<file path="src/rtl/fifo_pkg.sv">
// Shared constants and the RAM operation encoding for the FIFO controller.
package fifo_pkg;

  localparam int DATA_W = 8;
  localparam int ADDR_W = 4;
  localparam int DEPTH  = 2 ** ADDR_W;
  localparam int CNT_W  = 5;

  // Which RAM access the controller drives this cycle; exported for debug.
  typedef enum logic [1:0] {
    OP_IDLE = 2'd0,
    OP_RD   = 2'd1,
    OP_WR   = 2'd2
  } ram_op_e;

endpackage

</file>
<file path="src/rtl/fifo_ram_ctrl_if.sv">
// Push/pop handshakes, status and the single-port RAM bus of the FIFO controller.
interface fifo_ram_ctrl_if;
  import fifo_pkg::*;

  logic              in_valid;
  logic [DATA_W-1:0] in_data;
  logic              in_ready;

  logic              out_valid;
  logic [DATA_W-1:0] out_data;
  logic              out_ready;

  logic [CNT_W-1:0]  count;
  logic              full;
  logic              empty;

  logic              ram_cs;
  logic              ram_we;
  logic [ADDR_W-1:0] ram_addr;
  logic [DATA_W-1:0] ram_wdata;
  logic [DATA_W-1:0] ram_rdata;

  ram_op_e           ram_op;

  // Controller side.
  modport master (
    input  in_valid, in_data, out_ready, ram_rdata,
    output in_ready, out_valid, out_data, count, full, empty,
           ram_cs, ram_we, ram_addr, ram_wdata, ram_op
  );

  // Producer / consumer / RAM side.
  modport slave (
    output in_valid, in_data, out_ready, ram_rdata,
    input  in_ready, out_valid, out_data, count, full, empty,
           ram_cs, ram_we, ram_addr, ram_wdata, ram_op
  );

endinterface

</file>
<file path="src/rtl/fifo_ptr.sv">
// Wrapping pointer: increments by one when enabled, rolls over at 2**W.
module fifo_ptr #(
  parameter int W = 4
) (
  input  logic         ck,
  input  logic         rst_n,
  input  logic         inc_i,
  output logic [W-1:0] ptr_o
);

  logic [W-1:0] ptr_q;
  logic [W-1:0] ptr_d;

  // Next pointer value; natural overflow gives the modulo wrap.
  always_comb begin
    ptr_d = ptr_q;
    if (inc_i) ptr_d = ptr_q + W'(1);
  end

  // Pointer register with asynchronous clear.
  always_ff @(posedge ck or negedge rst_n) begin
    if (!rst_n) ptr_q <= '0;
    else        ptr_q <= ptr_d;
  end

  assign ptr_o = ptr_q;

endmodule

</file>
<file path="src/rtl/fifo_ram_ctrl.sv">
// FIFO controller in front of a 16x8 single-port synchronous RAM.
// Keeps one prefetched word in the RAM read register (out_data is ram_rdata),
// so the RAM's read data must persist across write and idle cycles. A refill
// read always wins over a push because a single port serves both.
module fifo_ram_ctrl
  import fifo_pkg::*;
(
  input  logic            ck,
  input  logic            rst_n,
  fifo_ram_ctrl_if.master bus
);

  logic [ADDR_W:0]   mem_count_q;
  logic [ADDR_W:0]   mem_count_d;
  logic              out_valid_q;
  logic              out_valid_d;
  logic [ADDR_W-1:0] wr_ptr;
  logic [ADDR_W-1:0] rd_ptr;
  logic              rd_issue;
  logic              wr_issue;
  logic              in_ready;

  localparam logic [ADDR_W:0] MEM_FULL = (ADDR_W+1)'(DEPTH);

  fifo_ptr #(.W(ADDR_W)) u_wr_ptr (
    .ck    (ck),
    .rst_n (rst_n),
    .inc_i (wr_issue),
    .ptr_o (wr_ptr)
  );

  fifo_ptr #(.W(ADDR_W)) u_rd_ptr (
    .ck    (ck),
    .rst_n (rst_n),
    .inc_i (rd_issue),
    .ptr_o (rd_ptr)
  );

  // Access arbitration: refill read first, push only when the port is free.
  // rst_n gating keeps the RAM quiet and pushes refused while in reset.
  always_comb begin
    rd_issue = rst_n && (mem_count_q != '0) && (!out_valid_q || bus.out_ready);
    in_ready = rst_n && (mem_count_q != MEM_FULL) && !rd_issue;
    wr_issue = bus.in_valid && in_ready;
  end

  // Occupancy and output-register bookkeeping.
  always_comb begin
    mem_count_d = mem_count_q;
    if (wr_issue)      mem_count_d = mem_count_q + 1'b1;
    else if (rd_issue) mem_count_d = mem_count_q - 1'b1;

    out_valid_d = out_valid_q;
    if (rd_issue)           out_valid_d = 1'b1;
    else if (bus.out_ready) out_valid_d = 1'b0;
  end

  // State registers; async reset drops out_valid without a clock edge.
  always_ff @(posedge ck or negedge rst_n) begin
    if (!rst_n) begin
      mem_count_q <= '0;
      out_valid_q <= 1'b0;
    end else begin
      mem_count_q <= mem_count_d;
      out_valid_q <= out_valid_d;
    end
  end

  // RAM bus drive; idle cycles park the address on rd_ptr.
  always_comb begin
    bus.ram_cs   = 1'b0;
    bus.ram_we   = 1'b0;
    bus.ram_addr = rd_ptr;
    bus.ram_op   = OP_IDLE;
    if (rd_issue) begin
      bus.ram_cs   = 1'b1;
      bus.ram_op   = OP_RD;
    end else if (wr_issue) begin
      bus.ram_cs   = 1'b1;
      bus.ram_we   = 1'b1;
      bus.ram_addr = wr_ptr;
      bus.ram_op   = OP_WR;
    end
  end

  // Handshake and status outputs.
  always_comb begin
    bus.ram_wdata = bus.in_data;
    bus.in_ready  = in_ready;
    bus.out_valid = out_valid_q;
    bus.out_data  = bus.ram_rdata;
    bus.count     = CNT_W'(mem_count_q) + CNT_W'(out_valid_q);
    bus.full      = (mem_count_q == MEM_FULL);
    bus.empty     = (mem_count_q == '0) && !out_valid_q;
  end

endmodule

</file>
<file path="src/flat_wrapper.sv">
// flat-port wrapper written by rule: the top's interface ports become plain ports
module fifo_ram_ctrl_flat import fifo_pkg::*;
  (ck, rst_n, bus_in_valid, bus_in_data, bus_out_ready, bus_ram_rdata, bus_in_ready, bus_out_valid, bus_out_data, bus_count, bus_full, bus_empty, bus_ram_cs, bus_ram_we, bus_ram_addr, bus_ram_wdata, bus_ram_op);
  fifo_ram_ctrl_if bus_i ();
  input  logic ck;
  input  logic rst_n;
  input wire logic [$bits(bus_i.in_valid)-1:0] bus_in_valid;
  input wire logic [$bits(bus_i.in_data)-1:0] bus_in_data;
  input wire logic [$bits(bus_i.out_ready)-1:0] bus_out_ready;
  input wire logic [$bits(bus_i.ram_rdata)-1:0] bus_ram_rdata;
  output wire logic [$bits(bus_i.in_ready)-1:0] bus_in_ready;
  output wire logic [$bits(bus_i.out_valid)-1:0] bus_out_valid;
  output wire logic [$bits(bus_i.out_data)-1:0] bus_out_data;
  output wire logic [$bits(bus_i.count)-1:0] bus_count;
  output wire logic [$bits(bus_i.full)-1:0] bus_full;
  output wire logic [$bits(bus_i.empty)-1:0] bus_empty;
  output wire logic [$bits(bus_i.ram_cs)-1:0] bus_ram_cs;
  output wire logic [$bits(bus_i.ram_we)-1:0] bus_ram_we;
  output wire logic [$bits(bus_i.ram_addr)-1:0] bus_ram_addr;
  output wire logic [$bits(bus_i.ram_wdata)-1:0] bus_ram_wdata;
  output wire logic [$bits(bus_i.ram_op)-1:0] bus_ram_op;
  assign bus_i.in_valid = bus_in_valid;
  assign bus_i.in_data = bus_in_data;
  assign bus_i.out_ready = bus_out_ready;
  assign bus_i.ram_rdata = bus_ram_rdata;
  assign bus_in_ready = bus_i.in_ready;
  assign bus_out_valid = bus_i.out_valid;
  assign bus_out_data = bus_i.out_data;
  assign bus_count = bus_i.count;
  assign bus_full = bus_i.full;
  assign bus_empty = bus_i.empty;
  assign bus_ram_cs = bus_i.ram_cs;
  assign bus_ram_we = bus_i.ram_we;
  assign bus_ram_addr = bus_i.ram_addr;
  assign bus_ram_wdata = bus_i.ram_wdata;
  assign bus_ram_op = bus_i.ram_op;
  fifo_ram_ctrl u_core (.ck(ck), .rst_n(rst_n), .bus(bus_i));
endmodule
</file>
<file path="config.mk">
export PLATFORM = sky130hd
export DESIGN_NAME = fifo_ram_ctrl_flat
export DESIGN_NICKNAME = d
export VERILOG_FILES = /design/src/rtl/fifo_pkg.sv /design/src/rtl/fifo_ram_ctrl_if.sv /design/src/rtl/fifo_ptr.sv /design/src/rtl/fifo_ram_ctrl.sv /design/src/flat_wrapper.sv
export SDC_FILE = /design/constraint.sdc
export NUM_CORES = 1
export LEC_CHECK = 0
export BUFFER_PORTS_ARGS = -buffer_cell sky130_fd_sc_hd__buf_2
export CAP_MARGIN = 20
export CELL_PAD_IN_SITES_DETAIL_PLACEMENT = 0
export CELL_PAD_IN_SITES_GLOBAL_PLACEMENT = 1
export CORE_UTILIZATION = 30
export DETAILED_ROUTE_END_ITERATION = 10
export PLACE_DENSITY = 0.88
export SYNTH_ARGS = -nofsm -noshare
export SYNTH_HDL_FRONTEND = slang
export SYNTH_HIERARCHICAL = 1
export SYNTH_SLANG_ARGS = --single-unit
</file>
<file path="constraint.sdc">
create_clock -name ck -period 2.8 [get_ports ck]
set_input_delay 0.14 -clock ck [delete_from_list [all_inputs] [get_ports ck]]
set_output_delay 0.14 -clock ck [all_outputs]
set_load 0.005 [all_outputs]
</file>
==> summary.txt, run 1 <==
Outcome - completed
Worst-Margin Slew - 0.743 ns
Die H - 63.2 µm
Clock-pin slew on the worst setup and hold paths - 0.06 ns
Initial antenna violation count - 0
Synth top area cells - dfrtp_1 (31%), buf_4 (12%), ha_1 (7.8%), xnor2_1 (5.5%), mux2_4 (5.4%)
Core ar. - 3470 µm²
Root Driver - clkbuf_8
Core Rows - 21
R2r setup slk - 0.13 ns
Worst r2r src - u_core/mem_count_q[0]$_DFFE_PN0P_
CP Class - reg2reg
Cell Pwr Density - 1000 nW/µm²
Worst hold path class - in2out
Die width - 63.2 µm
P_leak - 0.000597 µW
Gr ovfl total - 0
Final #Nets - 160
Yosys top cell area share - 0.312
GR Util All Layers - 0.124
Total Power - 1260 µW
Relative slew slack - 0.500
Met2 WL - 1120 µm
Met3 WL - 115 µm
Fmax - 374 MHz
Distinct cells, synth - 34
DRT iter0 DRCs - 78
Largest net degree at the start of global routing - 26
Wire per inst - 13.0 µm
FF-to-FF End - u_core/mem_count_q[4]$_DFFE_PN0P_
Count leader, synth - buf_4
Top cells by instance count after synthesis - buf_4 (18), dfrtp_1 (14), a21oi_1 (9)
Detailed Place HPWL - 1740 µm
Die area - 3990 µm²
Arr. time, crit path - 2.84 ns
RSZ-0062 raised after global routing - no
DR top layer - met4
Number of I/O port buffers - 20
DRC - 0
M1 wire length - 1020 µm
Final hold vios - 0
Starting Density - 0.324
Cell Area, Synth - 1120 µm²
Final Cycle Share - 0.955
Worst setup SP type - register
Sequential fraction of the synthesis area - 0.312
Syn Inst Count - 121
# IOs - 53
First-pass GRT wire length - 3840 µm
Final GP Congestion - 0.855
P&R area growth vs syn - 11.5%
Setup Skew - 0.000986 ns
Nature of the critical path endpoint - register
VDD IR-drop max - 0.000217 V
Num CTS Buffers - 3
Logic pwr share - 0.528
Avg Cell Area, Syn - 9.28 µm²
Drt total wl - 2310 µm
Vias per Instance - 4.93
HP Start - bus_ram_rdata[1]
Sw frac - 0.386
CTS H-tree depth - 1
Via Count - 873
R2R depth - 8
Internal power - 771 µW
Seq cells post-synth - 14
Clk buf depth - 2
Setup TNS - 0 ns
Worst-Skew Late Latency - 0.25 ns
CTS tree - yes
Clock power frac - 0.160
Async set-reset flop share out of synthesis - 1.00
Psw - 486 µW
Final setup fails - 0
Vias in the first global route - 840
Slew Viols, Final - 0
# Max-Cap Violations - 0
Antenna viol nets, final - 0
CTS Sinks - 14
Post-Syn Nets - 149
Post-CTS Setup Bufs - 0
First drt pass iteration count - 5
Synth area leader - dfrtp_1
Sequential share of power - 0.312
Core Util, Final - 0.361
Synth Flop Type - dfrtp_1
Worst Path Required - 2.96 ns
Yosys warning total - 6
Tmin final - 2.67 ns
Post-synth EDFFs - 0
Worst hold path depth - 0
Share of cells above drive strength 1 - 0.336
Hold endpoint - bus_out_data[1]
Max FO, Critical Path - 5
Antenna diodes - 0
==> power groups by stage <==
stage	Clock, µW	Combinational, µW	Sequential, µW
CTS	208	655	386
finish	201	663	392
floorplan	0	443	387
global placement	0	626	383
detailed placement	0	650	390
global route	214	743	406
==> stage by stage <==
step	worst slack (ns)	instances	hold slack, ns	cell area, µm²
after detailed placement	0.0870	172	0.148	1170
final	0.127	177	0.280	1250
after global placement	0.210	172	0.142	1170
after global routing	0.0263	177	0.280	1250
after CTS	0.0734	177	0.280	1240
after floorplan	0.0734	121	-0.156	1120
==> registers in the layout, summed over array words and instances (netlist names) <==
signal and flops:
u_core/mem_count_q 5, u_core/u_rd_ptr/ptr_o 4, u_core/bus.out_valid 1, u_core/u_wr_ptr/ptr_o 4
==> final cells by class <==
cell class,instances,area [µm²]
well taps,46,57.6
flip-flops and latches,14,350
fillers,360,2220
repair buffers,28,163
inverters,6,22.5
multi-input cells,79,603
clock buffers,4,55.1
==> how the worst max path moves through the flow <==
| stage | from | endpoint | cells past startpoint |
|---|---|---|---|
| after global placement | u_core/mem_count_q[0]$_DFFE_PN0P_ | u_core/mem_count_q[4]$_DFFE_PN0P_ | 9 |
| final | u_core/mem_count_q[0]$_DFFE_PN0P_ | u_core/mem_count_q[4]$_DFFE_PN0P_ | 8 |
| after global routing | u_core/mem_count_q[0]$_DFFE_PN0P_ | u_core/mem_count_q[4]$_DFFE_PN0P_ | 9 |
| after floorplan | u_core/mem_count_q[1]$_DFFE_PN0P_ | u_core/mem_count_q[4]$_DFFE_PN0P_ | 10 |
| after CTS | u_core/mem_count_q[0]$_DFFE_PN0P_ | u_core/mem_count_q[4]$_DFFE_PN0P_ | 9 |
| after detailed placement | u_core/mem_count_q[0]$_DFFE_PN0P_ | u_core/mem_count_q[4]$_DFFE_PN0P_ | 9 |
==> critical path, cell delays in order (launching register included) <==
cell	delay, ns
dfrtp_1	0.42
or4_4	0.55
mux2i_2	0.18
and3_4	0.21
fa_1	0.40
nand2b_1	0.18
a21oi_1	0.18
a2bb2o_1	0.30
o221ai_1	0.16
==> what timing repair did <==
action	4_1_cts	5_1_grt
hold buffers	1	0
setup endpoints to repair	0	1
gates resized for setup	0	3
hold endpoints to repair	14	0
==> metal layers <==
metal / GRT usage / vias to the layer above
met2: 0.195 / 28
met5: 0 / -
met3: 0.0217 / 9
met1: 0.148 / 417
met4: 0.0959 / 0
li1: - / 419
==> kinds of logic (layout without fill, tap and decap cells) <==
| family | after synthesis | after routing | share of synthesized area |
|---|---|---|---|
| muxes | 9 | 9 | 0.101 |
| AOI/OAI and AO/OA | 20 | 20 | 0.106 |
| xor gates and xnor gates | 10 | 10 | 0.0780 |
| buffers and inverters | 28 | 38 | 0.162 |
| and+or+nand+nor | 32 | 32 | 0.145 |
| adders and majority gates | 8 | 8 | 0.0959 |
| DFF | 14 | 14 | 0.312 |
==> cell usage in the layout, fill, tap and decap left out, types with 2 or more instances in the layout <==
master    count
a21oi_1       9
buf_2        20
buf_4         7
clkbuf_8      4
dfrtp_1      14
ha_1          7
inv_1         6
mux2_2        3
mux2_4        4
nand2_1       8
nand2b_1      2
nand3_1       3
nand4_1       3
nor2_1        7
o21ai_0       5
xnor2_1       7
xor2_1        3
Note: power is estimated with default switching activity, not from simulation.
==> run 2: changes to the inputs <==
--- a/config.mk
+++ b/config.mk
@@ -7,11 +7,10 @@
 export LEC_CHECK = 0
 export BUFFER_PORTS_ARGS = -buffer_cell sky130_fd_sc_hd__buf_2
 export CAP_MARGIN = 20
-export CELL_PAD_IN_SITES_DETAIL_PLACEMENT = 0
-export CELL_PAD_IN_SITES_GLOBAL_PLACEMENT = 1
-export CORE_UTILIZATION = 30
+export CORE_UTILIZATION = 41
 export DETAILED_ROUTE_END_ITERATION = 10
-export PLACE_DENSITY = 0.88
+export MAX_ROUTING_LAYER = met4
+export PLACE_DENSITY = 0.87
 export SYNTH_ARGS = -nofsm -noshare
 export SYNTH_HDL_FRONTEND = slang
 export SYNTH_HIERARCHICAL = 1
==> run 2 against run 1 <==
Critical endpoint unchanged. Total power shrank 3.7%. Critical path type unchanged. Sequential cell count is the same. Sequential share of layout area rose by 1.2 points. Global-route usage up 4.7 points. Non-clock buffer count unchanged. Die area is 26% lower. Design area decreased by 4.1%.
==> summary.txt, run 2 (same netlist as run 1, synthesis figures left out) <==
Outcome - completed (unchanged)
Worst hold path depth - 0 (unchanged)
Share of cells above drive strength 1 - 0.313 (was 0.336)
Commonest non-fill, non-tap cell in the layout - buf_2 (unchanged)
Antenna viol nets, final - 0 (unchanged)
Cell Pwr Density - 1010 nW/µm² (was 1000 nW/µm²)
Final Cycle Share - 0.986 (was 0.955)
GR Util All Layers - 0.171 (was 0.124)
FF-to-FF End - u_core/mem_count_q[4]$_DFFE_PN0P_ (unchanged)
Fmax - 362 MHz (was 374 MHz)
Worst setup SP type - register (unchanged)
Worst Path Required - 3.01 ns (was 2.96 ns)
Vias in the first global route - 794 (was 840)
CTS Sinks - 14 (unchanged)
Antenna diodes - 0 (unchanged)
Initial antenna violation count - 0 (unchanged)
Clk buf depth - 2 (unchanged)
Most frequent cells in the layout - buf_2 (20), dfrtp_1 (14), a21oi_1 (9) (unchanged)
CP Class - reg2reg (unchanged)
Worst hold path class - in2out (unchanged)
Max FO, Critical Path - 5 (unchanged)
P&R area growth vs syn - 6.91% (was 11.5%)
Final setup fails - 0 (unchanged)
R2r setup slk - 0.04 ns (was 0.13 ns)
Setup TNS - 0 ns (unchanged)
Drt total wl - 2410 µm (was 2310 µm)
Core ar. - 2520 µm² (was 3470 µm²)
Via Count - 891 (was 873)
Arr. time, crit path - 2.97 ns (was 2.84 ns)
CTS tree - yes (unchanged)
Worst r2r src - u_core/mem_count_q[0]$_DFFE_PN0P_ (unchanged)
Design Area, Final - 1200 µm² (was 1250 µm²)
Number of I/O port buffers - 20 (unchanged)
Worst-Margin Slew - 0.753 ns (was 0.743 ns)
CP max-delay cell - or4_1 (was or4_4)
Relative slew slack - 0.493 (was 0.500)
Slew Viols, Final - 0 (unchanged)
Detailed Place HPWL - 1880 µm (was 1740 µm)
Die width - 54.3 µm (was 63.2 µm)
Non-filler cells, final - 161 (was 177)
Core Rows - 18 (was 21)
CP bufs+invs - 1 (was 0)
Tmin final - 2.76 ns (was 2.67 ns)
Critical path, cell by cell - or4_1, mux2i_1, and3_1, inv_1, ha_1, nand2b_1, a21oi_1, a2bb2o_1, o221ai_1 (was or4_4, mux2i_2, and3_4, fa_1, nand2b_1, a21oi_1, a2bb2o_1, o221ai_1)
Die H - 54.3 µm (was 63.2 µm)
Nature of the critical path endpoint - register (unchanged)
Max FFs per register - 5 (unchanged)
Cell count along the critical path - 9 (was 8)
Vias per Instance - 5.53 (was 4.93)
Dpl cells - 155 (was 172)
Worst-Skew Late Latency - 0.29 ns (was 0.25 ns)
Final hold vios - 0 (unchanged)
Final GP Congestion - 0.946 (was 0.855)
DP Area - 1150 µm² (was 1170 µm²)
Starting Density - 0.445 (was 0.324)
Hold endpoint - bus_out_data[3] (was bus_out_data[1])
# Max-Cap Violations - 0 (unchanged)
Num CTS Buffers - 3 (unchanged)
Crit path max-delay family - simple AND/OR/NAND/NOR gates (unchanged)
VDD IR-drop max - 0.000452 V (was 0.000217 V)
Setup Skew - 0.00128 ns (was 0.000986 ns)
First-pass GRT wire length - 3540 µm (was 3840 µm)
Clock-pin slew on the worst setup and hold paths - 0.09 ns (was 0.06 ns)
Wire per inst - 15.0 µm (was 13.0 µm)
Die area - 2950 µm² (was 3990 µm²)
P_leak - 0.000595 µW (was 0.000597 µW)
HP Start - bus_ram_rdata[3] (was bus_ram_rdata[1])
DRT iter0 DRCs - 33 (was 78)
Gr ovfl total - 0 (unchanged)
Final #Nets - 160 (unchanged)
# IOs - 53 (unchanged)
DRC - 0 (unchanged)
Hold slack - 0.280 ns (unchanged)
CTS H-tree depth - 1 (unchanged)
CP peak stage delay - 0.57 ns (was 0.55 ns)
Largest Register - u_core/mem_count_q (unchanged)
Root Driver - clkbuf_4 (was clkbuf_8)
R2R depth - 9 (was 8)
Largest net degree at the start of global routing - 27 (was 26)
First drt pass iteration count - 4 (was 5)
## run 2: worst max path at each step
stage | startpoint | slack (ns) | end
2_1_floorplan | u_core/mem_count_q[1]$_DFFE_PN0P_ | 0.07 | u_core/mem_count_q[4]$_DFFE_PN0P_
3_3_place_gp | u_core/mem_count_q[0]$_DFFE_PN0P_ | 0.24 | u_core/mem_count_q[4]$_DFFE_PN0P_
3_5_place_dp | u_core/mem_count_q[0]$_DFFE_PN0P_ | 0.07 | u_core/mem_count_q[4]$_DFFE_PN0P_
4_1_cts | u_core/mem_count_q[0]$_DFFE_PN0P_ | 0.04 | u_core/mem_count_q[4]$_DFFE_PN0P_
5_1_grt | u_core/mem_count_q[0]$_DFFE_PN0P_ | -0.02 | u_core/mem_count_q[4]$_DFFE_PN0P_
6_report | u_core/mem_count_q[0]$_DFFE_PN0P_ | 0.04 | u_core/mem_count_q[4]$_DFFE_PN0P_
## run 2: where the power goes
group	leakage [µW]	total (µW)	switching, µW	internal, µW
sequential	0.000168	386	91.3	295
clock	0.0000210	153	73.7	79.2
combinational	0.000406	672	323	349
total	0.000595	1210	488	723
## run 2: per-stage QoR
stage                     total power, µW  utilization  setup slack (ns)
after floorplan                       830            -            0.0734
after global placement                996        0.454             0.236
after detailed placement             1050        0.454            0.0746
after CTS                            1200        0.473            0.0432
after global routing                 1310        0.476           -0.0208
final                                1210        0.476            0.0379
## run 2: layer usage
layer | vias to the layer above | share of wire | global-route usage
li1 | 417 | - | -
met1 | 416 | 0.40 | 0.195
met2 | 49 | 0.49 | 0.276
met3 | 9 | 0.092 | 0.0389
met4 | 0 | 0.017 | 0.0897
met5 | - | 0 | -
## run 2: what timing repair did
| item | in CTS | in global routing |
|---|---|---|
| hold buffers | 1 | 0 |
| buffers inserted | 0 | 1 |
| endpoints found under the hold margin | 14 | 0 |
| endpoints found under the setup margin | 0 | 1 |
| resized for setup | 0 | 0 |
## run 2: layout make-up
cell class / count / area (µm²)
multi-input cells: 79 / 591
clock buffers: 4 / 36.3
repair buffers: 28 / 163
flip-flops and latches: 14 / 350
well taps: 30 / 37.5
fillers: 227 / 1320
inverters: 6 / 22.5
